**config.mk**
```make
export PLATFORM = sky130hd
export DESIGN_NAME = lab6_sample_feeder
export DESIGN_NICKNAME = d
export VERILOG_FILES = /design/src/rtl/lab6_pkg.sv /design/src/rtl/lab6_sync_fifo.sv /design/src/rtl/lab6_sample_feeder.sv
export SDC_FILE = /design/constraint.sdc
export NUM_CORES = 1
export LEC_CHECK = 0
export ABC_AREA = 1
export BUFFER_PORTS_ARGS = -buffer_cell sky130_fd_sc_hd__buf_2
export CAP_MARGIN = 20
export CORE_MARGIN = 10
export CORE_UTILIZATION = 55
export CTS_CLUSTER_SIZE = 20
export DETAILED_ROUTE_END_ITERATION = 12
export GPL_TIMING_DRIVEN = 0
export HOLD_SLACK_MARGIN = 0.03
export PLACE_DENSITY_LB_ADDON = 0.12
export SKIP_CTS_REPAIR_TIMING = 1
export SYNTH_ARGS = -nofsm -noshare
export SYNTH_HDL_FRONTEND = slang
export SYNTH_HIERARCHICAL = 1
export SYNTH_SLANG_ARGS = --single-unit
export TNS_END_PERCENT = 10
```
**constraint.sdc**
```tcl
create_clock -name clk -period 3 [get_ports clk]
set_input_delay 0.15 -clock clk [delete_from_list [all_inputs] [get_ports clk]]
set_output_delay 0.15 -clock clk [all_outputs]
set_load 0.03 [all_outputs]
```
**src/rtl/lab6_pkg.sv**
```systemverilog
// lab6_pkg
//    Shared definitions for the lab6 sample feeder slice: default sample
//    width, completed-sample counter width and the feeder FSM encoding.
//    Ports: none (package).
package lab6_pkg;

   localparam int DATA_W = 10;
   localparam int CNT_W  = 16;

   typedef enum logic [1:0] {
      IDLE    = 2'b00,
      ISSUE   = 2'b01,
      WAIT_LO = 2'b10,
      WAIT_HI = 2'b11
   } state_t;

   // True while the datapath owns the current sample and the watchdog runs.
   function automatic logic is_waiting(input state_t s);
      return (s == WAIT_LO) || (s == WAIT_HI);
   endfunction

endpackage

```
**src/rtl/lab6_sync_fifo.sv**
```systemverilog
// lab6_sync_fifo
//    Single-clock FIFO holding samples waiting for the datapath. The head
//    entry is presented continuously and only moves when it is popped.
//    Ports:
//       clk    in   rising-edge clock
//       reset  in   synchronous, active-low clear of pointers and occupancy
//       push   in   write data into the tail (ignored while full)
//       pop    in   drop the head entry (ignored while empty)
//       data   in   DATA_W  sample to store
//       head   out  DATA_W  oldest stored sample
//       level  out  $clog2(DEPTH)+1  number of stored samples
//       full   out  level == DEPTH
//       empty  out  level == 0
module lab6_sync_fifo #(
   parameter int DEPTH  = 8,
   parameter int DATA_W = lab6_pkg::DATA_W
) (
   input  logic                   clk,
   input  logic                   reset,
   input  logic                   push,
   input  logic                   pop,
   input  logic [DATA_W-1:0]      data,
   output logic [DATA_W-1:0]      head,
   output logic [$clog2(DEPTH):0] level,
   output logic                   full,
   output logic                   empty
);

   localparam int AW = $clog2(DEPTH);
   localparam logic [AW:0] FULL_LEVEL = (AW+1)'(DEPTH);

   logic [DATA_W-1:0] mem [DEPTH];
   logic [AW-1:0]     wr_ptr;
   logic [AW-1:0]     rd_ptr;
   logic              push_ok;
   logic              pop_ok;

   assign push_ok = push && !full;
   assign pop_ok  = pop && !empty;
   assign full    = (level == FULL_LEVEL);
   assign empty   = (level == '0);
   assign head    = mem[rd_ptr];

   // Pointer and occupancy bookkeeping. DEPTH is a power of two so the
   // pointers wrap for free; a simultaneous push and pop leaves level alone.
   always_ff @(posedge clk) begin
      if (!reset) begin
         wr_ptr <= '0;
         rd_ptr <= '0;
         level  <= '0;
      end else begin
         if (push_ok) wr_ptr <= wr_ptr + 1'b1;
         if (pop_ok)  rd_ptr <= rd_ptr + 1'b1;
         if (push_ok && !pop_ok)      level <= level + 1'b1;
         else if (pop_ok && !push_ok) level <= level - 1'b1;
      end
   end

   // Storage array. Contents are not cleared on reset; an empty FIFO never
   // exposes stale entries as valid data.
   always_ff @(posedge clk) begin
      if (push_ok) mem[wr_ptr] <= data;
   end

endmodule

```
**src/rtl/lab6_sample_feeder.sv**
```systemverilog
// lab6_sample_feeder
//    Buffers incoming samples and hands them one at a time to the lab6 3-tap
//    filter datapath over its irdy/din/ordy handshake. din stays on the FIFO
//    head for the whole computation; the head is popped only when the
//    datapath answers with ordy. A watchdog drops the sample and raises a
//    sticky error if the datapath never answers.
//    Ports:
//       clk         in   rising-edge clock
//       reset       in   synchronous, active-low
//       s_data      in   DATA_W  incoming sample
//       s_valid     in   s_data valid, accepted when s_ready is high
//       s_ready     out  FIFO not full
//       irdy        out  one-cycle request to the datapath
//       din         out  DATA_W  sample presented to the datapath (FIFO head)
//       ordy        in   datapath result-ready level
//       done        out  one-cycle pulse, datapath result valid this cycle
//       level       out  FIFO occupancy
//       err         out  sticky watchdog error
//       sample_cnt  out  completed samples, wraps silently
module lab6_sample_feeder #(
   parameter int DATA_W  = lab6_pkg::DATA_W,
   parameter int DEPTH   = 8,
   parameter int TIMEOUT = 15
) (
   input  logic                       clk,
   input  logic                       reset,
   input  logic [DATA_W-1:0]          s_data,
   input  logic                       s_valid,
   output logic                       s_ready,
   output logic                       irdy,
   output logic [DATA_W-1:0]          din,
   input  logic                       ordy,
   output logic                       done,
   output logic [$clog2(DEPTH):0]     level,
   output logic                       err,
   output logic [lab6_pkg::CNT_W-1:0] sample_cnt
);

   import lab6_pkg::*;

   localparam int LW = $clog2(DEPTH) + 1;
   localparam int WW = $clog2(TIMEOUT + 1);
   localparam logic [WW-1:0] WD_LIMIT = WW'(TIMEOUT);

   state_t          state;
   state_t          next_state;
   logic            push;
   logic            pop;
   logic            full;
   logic            empty;
   logic            abort;
   logic [WW-1:0]   watchdog;
   logic [WW-1:0]   wd_next;

   assign s_ready = !full;
   assign push    = s_valid && s_ready;
   assign irdy    = (state == ISSUE);
   assign wd_next = watchdog + 1'b1;

   lab6_sync_fifo #(
      .DEPTH  (DEPTH),
      .DATA_W (DATA_W)
   ) u_fifo (
      .clk   (clk),
      .reset (reset),
      .push  (push),
      .pop   (pop),
      .data  (s_data),
      .head  (din),
      .level (level),
      .full  (full),
      .empty (empty)
   );

   // Next-state and handshake decode. The watchdog compares its incremented
   // value so the abort lands at the end of the TIMEOUT-th waiting cycle and
   // err is visible exactly TIMEOUT+1 cycles after irdy. A real answer in
   // WAIT_HI wins over a timeout in the same cycle. Any ordy seen in IDLE or
   // ISSUE is simply not looked at.
   always_comb begin
      next_state = state;
      pop        = 1'b0;
      done       = 1'b0;
      abort      = 1'b0;
      case (state)
         IDLE: begin
            if (!empty) next_state = ISSUE;
         end
         ISSUE: begin
            next_state = WAIT_LO;
         end
         WAIT_LO: begin
            if (wd_next == WD_LIMIT) abort = 1'b1;
            else if (!ordy)          next_state = WAIT_HI;
         end
         WAIT_HI: begin
            if (ordy) begin
               done       = 1'b1;
               pop        = 1'b1;
               next_state = (level > LW'(1)) ? ISSUE : IDLE;
            end else if (wd_next == WD_LIMIT) begin
               abort = 1'b1;
            end
         end
      endcase
      if (abort) begin
         pop        = 1'b1;
         next_state = IDLE;
      end
   end

   // State register, watchdog, sticky error and completed-sample counter.
   // The watchdog restarts on every issue and only runs while waiting.
   always_ff @(posedge clk) begin
      if (!reset) begin
         state      <= IDLE;
         watchdog   <= '0;
         err        <= 1'b0;
         sample_cnt <= '0;
      end else begin
         state <= next_state;
         if (state == ISSUE)          watchdog <= '0;
         else if (is_waiting(state))  watchdog <= wd_next;
         if (abort) err <= 1'b1;
         if (done)  sample_cnt <= sample_cnt + 1'b1;
      end
   end

endmodule

```
==> summary.md, run 1 <==
| Metric | Value |
|---|---|
| Mux contribution to synthesized area | 0% |
| GRT Total Usage | 17.1% |
| Crit path arrival time | 3.03 ns |
| CP Max Fanout | 6 |
| Initial antenna violation count | 0 |
| Worst setup SP type | flop |
| Pwr Density | 814 mW/mm^2 |
| Drt drc | 0 |
| RePlAce Congestion | 0.827 |
| Slew HR | 32.1% |
| Initial Util | 56.0% |
| Compound-Gate Fraction of Synth Area | 8.08% |
| Rows | 35 |
| DR WL met2 | 5.78 mm |
| Global-route wire length before repair | 18.0 mm |
| Vias in the first global route | 3,811 |
| Most common cell after layout, fill and taps aside | nor2_1 |
| CTS HTree Levels | 4 |
| Fin crit period | 2.62 ns |
| Buffers added on ports | 47 |
| Crit-path leading delay family | simple AND/OR/NAND/NOR gates |
| Min-delay src | ordy |
| Synth Net Count | 557 |
| # setup viols final | 0 |
| CTS buffer count | 17 |
| Worst reg2reg path depth | 16 |
| Post-synthesis adder-cell area fraction | 3.54% |
| Final Hold Viols | 0 |
| Ranking of synthesized cells by area | edfxtp_1 (47%), dfxtp_1 (14%), nor2_1 (8.9%), nand2_1 (7.3%), o21ai_1 (4.2%) |
| Leakage | 0.00269 uW |
| Simple-Gate Fraction of Synth Area | 21.5% |
| Unique masters post-synth | 35 |
| Initial DRC count | 228 |
| Die area | 0.0136 sq mm |
| Wire per inst | 15.3 um |
| Gr ovfl total | 0 |
| Top Ports | 48 |
| Clock latency on the worst-skew pair | 0.50 ns |
| Post-synthesis cell count | 529 |
| Height of the chip | 117 um |
| DRT met1 WL | 4.74 mm |
| Routed WL | 11.2 mm |
| Syn avg cell area | 9.74 sq um |
| Met3 WL | 488 um |
| Worst VDD drop | 0.438 mV |
| Worst-path cell chain | ha_1 > inv_1 > nand2_1 > nand2_1 > nor2_1 > o211ai_1 > nand2_1 > nand2_2 > ha_1 > inv_1 > ha_1 > or2_2 > nand3_1 > nand3_1 > nand2_1 > inv_1 |
| Crit path depth | 16 |
| Synthesis Warnings | 6 |
| Most frequent CP cell | nand2_1 |
| Via count | 3,788 |
| Min-Delay Path Class | in -> reg |
| Clk_skew | 0.00570 ns |
| TNS Setup | 0 ns |
| Tot Pwr | 5030 uW |
| Count of final max-slew check failures | 0 |
| Drt first pass iters | 4 |
| Nets@finish | 635 |
| CP max-delay cell | dfxtp_1 |
| RSZ-0062 raised after global routing | no |
| Critical path type | reg -> reg |
| N_diodes | 0 |
| FF-to-FF Start | watchdog[0] |
| Core area | 0.00920 sq mm |
| Period Utilization, post-route | 87.4% |
| Die Wd | 117 um |
| Vias per std cell | 5.18 |
| Synth top area share | 46.6% |
| Status | completed |
| Most frequent cells in the layout | nor2_1 (122), nand2_1 (100), edfxtp_1 (80), buf_2 (51), o21ai_1 (43) |
| Post-route ant nets | 0 |
| Seq/Total Area, Yosys | 60.6% |
| Top cell type by total area after synthesis | edfxtp_1 |
| Top Layer Used | met4 |
| WHS Path Cells | 3 |
| CP Launch Point | watchdog[0] |
| CP Capture Type | flop |
| Fraction of layout cells with a size suffix above 1 | 17.6% |
| Num Clock Sinks | 116 |
| Worst Path Required | 3.40 ns |
| Main combinational cell family by area after synthesis | simple AND/OR/NAND/NOR gates |
| Worst Path Buf+Inv | 3 |
| Worst-Margin Slew | 1.01 ns |
| Mapped cell area | 0.00515 sq mm |
| Synth Area in XOR/XNOR | 0.680% |
| Max Clk Rate | 381 MHz |
| Dpl hpwl | 7.59 mm |
| Clock Path Buffers | 2 |
| CP max stage delay | 0.41 ns |
| #FFs+latches synth | 116 |
| Largest net degree at the start of global routing | 17 |
| MaxCap Viol Count | 0 |
| Clock-pin slew on the worst setup and hold paths | 0.06 ns |
| CTS Root Buffer Type | clkbuf_8 |
| CTS tree | done |
| Area Overhead vs Synth | 20.0% |
## worst min-delay path, stage by stage
cell and delay [ns]:
buf_2 0.13, nand2_4 0.14, a21oi_1 0.08
## layout make-up
class / count / area (sq um)
sequential: 116 / 3120
fill: 736 / 3010
multi-input combinational: 356 / 1740
clock buffer: 24 / 493
timing repair buffer: 59 / 353
inverter: 42 / 158
tap: 111 / 139
buffer: 15 / 129
clock inverter: 8 / 46.3
## routing by layer
| layer | up-vias | global-route usage, % |
|---|---|---|
| met5 | - | 0 |
| met4 | 0 | 7.25 |
| met3 | 18 | 5.15 |
| met2 | 74 | 30.0 |
| met1 | 1781 | 18.7 |
| li1 | 1915 | - |
## through the flow
stage / cell area (sq um) / utilization (%) / hold slack, ns / cells / setup WS [ns]
floorplan: 5150 / - / 0.249 / 529 / 0.598
global placement: 5530 / 60.1 / 0.437 / 687 / 0.401
detailed placement: 5530 / 60.1 / 0.443 / 687 / 0.370
CTS: 6070 / 66.0 / -0.0841 / 719 / 0.363
global route: 6180 / 67.3 / 0.0525 / 731 / 0.112
finish: 6180 / 67.3 / 0.0440 / 731 / 0.379
## worst paths after layout
check | to | slack (ns)
max | u_fifo/level[3] | 0.38
min | sample_cnt[0] | 0.04
max reg2reg | u_fifo/level[3] | 0.38
min reg2reg | err | 0.45
## synthesized netlist by cell type (all sizes together)
library cell and number:
nor2 128, nand2 104, edfxtp 80, o21ai 55
inv 41, dfxtp 36, a21oi 21, nand3 14
buf 13, ha 13, nor3 4, xor2 4
clkbuf 2, nand3b 2, o211ai 2, a21o 1
a31oi 1, and3 1, and3b 1, clkinv 1
fa 1, nand4 1, nor3b 1, o31ai 1
or2 1
## report_power, final
part / total [uW] / internal, uW / switching [uW] / leakage (uW)
Clock: 1780 / 1130 / 655 / 0.000274
Sequential: 2010 / 1890 / 114 / 0.00102
Combinational: 1240 / 400 / 844 / 0.00140
## cell families (layout without fill, tap and decap cells)
family                   Yosys count  after routing
XOR/XNOR                           4              4
buffers and inverters             57            148
adder cells (fa/ha/maj)           14             14
flip-flops                       116            116
AND/OR/NAND/NOR                  257            257
AO/OA/AOI/OAI                     81             81
## sequential cells by signal, indices dropped and copies added (netlist names), named ones only
register,flops
u_fifo/wr_ptr,3
u_fifo/level,4
state,2
err,1
watchdog,4
u_fifo/mem,80
sample_cnt,16
u_fifo/rd_ptr,3
Power figures use the tool's default switching activity.
==> run 2, diff against run 1 <==
--- a/config.mk
+++ b/config.mk
@@ -9,12 +9,14 @@
 export BUFFER_PORTS_ARGS = -buffer_cell sky130_fd_sc_hd__buf_2
 export CAP_MARGIN = 20
 export CORE_MARGIN = 10
-export CORE_UTILIZATION = 55
+export CORE_UTILIZATION = 38
+export CTS_BUF_LIST = sky130_fd_sc_hd__clkbuf_2 sky130_fd_sc_hd__clkbuf_4 sky130_fd_sc_hd__clkbuf_8
 export CTS_CLUSTER_SIZE = 20
 export DETAILED_ROUTE_END_ITERATION = 12
 export GPL_TIMING_DRIVEN = 0
 export HOLD_SLACK_MARGIN = 0.03
 export PLACE_DENSITY_LB_ADDON = 0.12
+export SETUP_SLACK_MARGIN = 0.5
 export SKIP_CTS_REPAIR_TIMING = 1
 export SYNTH_ARGS = -nofsm -noshare
 export SYNTH_HDL_FRONTEND = slang
==> run 2 against run 1 <==
Against the previous run: power fell by 2.5%; sequential share of layout area up 0.28 points; combinational power barely moved; non-clock buffer count decreased by 6; clock skew rose by 0.010 ns; clock-buffer cell count shrank 1; highest routed layer unchanged; critical endpoint unchanged; via count shrank 2.1%; global-route usage down 4.0 points.
==> summary.md, run 2 (synthesis gave the netlist of run 1 again) <==
| Metric | Value |
|---|---|
| RSZ-0062 raised after global routing | yes |
| Period Utilization, post-route | 80.5% |
| Vias per std cell | 4.69 |
| Initial DRC count | 225 |
| Die area | 0.0186 sq mm |
| GR Util met3 | 3.73% |
| Num Clock Sinks | 116 |
| Psw | 1540 uW |
| Worst VDD drop | 0.240 mV |
| Die Wd | 136 um |
| Count of final max-slew check failures | 0 |
| Cell Int Power | 3370 uW |
| CTS tree | done |
| Pre-CTS setup slack | 0.399 ns |
| Clock-pin slew on the worst setup and hold paths | 0.07 ns |
| Post-route ant nets | 0 |
| Sink of the worst hold path | u_fifo/mem[2][0] |
| Wire per inst | 14.4 um |
| Core area | 0.0132 sq mm |
| CP Capture Type | flop |
| Global-route wire length before repair | 18.9 mm |
| Status | completed |
| Final Hold Viols | 0 |
| Drt drc | 0 |
| Clock Path Buffers | 2 |
| Fraction of layout cells with a size suffix above 1 | 19.9% |
| Biggest regs | u_fifo/mem x80, sample_cnt x16 |
| Vias in the first global route | 3,674 |
| CTS Root Buffer Type | clkbuf_8 |
| Pwr Density | 797 mW/mm^2 |
| GRT busiest layer | met2 |
| Gr ovfl total | 0 |
| Clock latency on the worst-skew pair | 0.42 ns |
| Most common cell after layout, fill and taps aside | nor2_1 |
| Fin crit period | 2.42 ns |
| Largest net degree at the start of global routing | 17 |
| Slew HR | 29.5% |
| Worst reg2reg path depth | 14 |
| CTS buffer count | 17 |
| Buffers added on ports | 47 |
| FF-to-FF Start | state[1] |
| Max Clk Rate | 414 MHz |
| CTS HTree Levels | 4 |
| TNS Setup | 0 ns |
| GRT Total Usage | 13.1% |
| Initial antenna violation count | 0 |
| Most frequent cells in the layout | nor2_1 (119), nand2_1 (100), edfxtp_1 (80), buf_2 (51), o21ai_1 (43) |
| Top Ports | 48 |
| Crit path arrival time | 2.74 ns |
| Drt first pass iters | 4 |
| Area Overhead vs Synth | 19.5% |
| Initial Util | 38.9% |
| Top reg by flops | u_fifo/mem |
| Sw Ratio | 31.3% |
| Min-delay src | s_data[0] |
| Dpl hpwl | 7.84 mm |
| # setup viols final | 0 |
| R2R Path End | u_fifo/level[3] |
| Via count | 3,708 |
| Setup slack after layout | 0.584 ns |
| Worst-Margin Slew | 1.05 ns |
| Worst setup SP type | flop |
| RePlAce Congestion | 0.755 |
| Clk_skew | 0.0158 ns |
| Clk network pwr share | 34.4% |
| Worst Path Required | 3.32 ns |
| CP Max Fanout | 5 |
| WHS Path Cells | 1 |
| Sequential share of power | 40.9% |
| Grt met2 use | 20.7% |
| Routed WL | 11.4 mm |
| MaxCap Viol Count | 0 |
| Gate power share | 24.7% |
| Rows | 42 |
| Min-Delay Path Class | in -> reg |
| Height of the chip | 136 um |
| Met1 usage | 16.7% |
| Max reg flops | 80 |
| Leakage | 0.00263 uW |
| Critical path type | reg -> reg |
| FF-to-FF setup slack | 0.58 ns |
| Nets@finish | 629 |
| N_diodes | 0 |
## run 2: changes by cell type in the layout (fill, tap and decap cells not counted), moves of 3 or more
cell	before	now
bufinv_16	0	5
clkbuf_1	6	2
clkbuf_16	18	0
clkbuf_4	0	3
clkbuf_8	2	20
clkinv_2	5	2
dfxtp_1	36	33
dfxtp_2	0	3
dlygate4sd3_1	11	4
nor2_1	122	119
nor2_2	3	6
## run 2: critical path, cell delays in order, from the launching register on
cell      delay (ns)
dfxtp_1         0.39
ha_2            0.24
inv_1           0.06
nor2_1          0.12
o211ai_1        0.13
nand2_1         0.11
nand2_2         0.10
ha_1            0.21
inv_1           0.13
ha_1            0.27
or2_2           0.31
nand3_1         0.08
nand3_1         0.08
nand2_1         0.06
inv_1           0.03
## run 2: power by group through the flow
stage / Sequential [uW] / Clock (uW) / Combinational [uW]
floorplan: 2070 / 0 / 848
global placement: 2040 / 0 / 1190
CTS: 2010 / 1740 / 1220
finish: 2010 / 1690 / 1210
detailed placement: 2040 / 0 / 1210
global route: 2030 / 1810 / 1400
## run 2: worst max path at each step
stage / startpoint / to / slack, ns / depth (start not counted)
floorplan: u_fifo/level[0] / u_fifo/level[3] / 0.60 / 14
global placement: watchdog[0] / u_fifo/level[3] / 0.46 / 16
detailed placement: watchdog[0] / u_fifo/level[3] / 0.40 / 16
CTS: watchdog[0] / u_fifo/level[3] / 0.38 / 16
global route: watchdog[0] / u_fifo/level[3] / 0.33 / 16
finish: state[1] / u_fifo/level[3] / 0.58 / 14
## run 2: metrics by stage
step                      instance area, sq um  utilization, %  power, uW  hold WS, ns  instances
final                                     6160            46.5       4910       0.0447        790
after global routing                      6160            46.5       5240       0.0323        790
after CTS                                 6080            45.9       4960     -0.00795        784
after detailed placement                  5610            42.4       3250        0.439        752
after global placement                    5610            42.4       3220        0.435        752
after floorplan                           5150               -       2920        0.249        529
## run 2: cell type report
cell class	instances	area (sq um)
clock buffers	23	298
clock inverters	9	176
well taps	176	220
flip-flops and latches	116	3130
inverters	42	158
plain buffers	15	129
fillers	1302	7080
repair buffers	53	294
multi-input cells	356	1760
## run 2: routing by layer
metal | vias up | wire length [um] | share of wire, %
li1 | 1893 | - | -
met1 | 1739 | 5390 | 47
met2 | 70 | 5400 | 47
met3 | 6 | 523 | 4.6
met4 | 0 | 84 | 0.74
met5 | - | 0 | 0
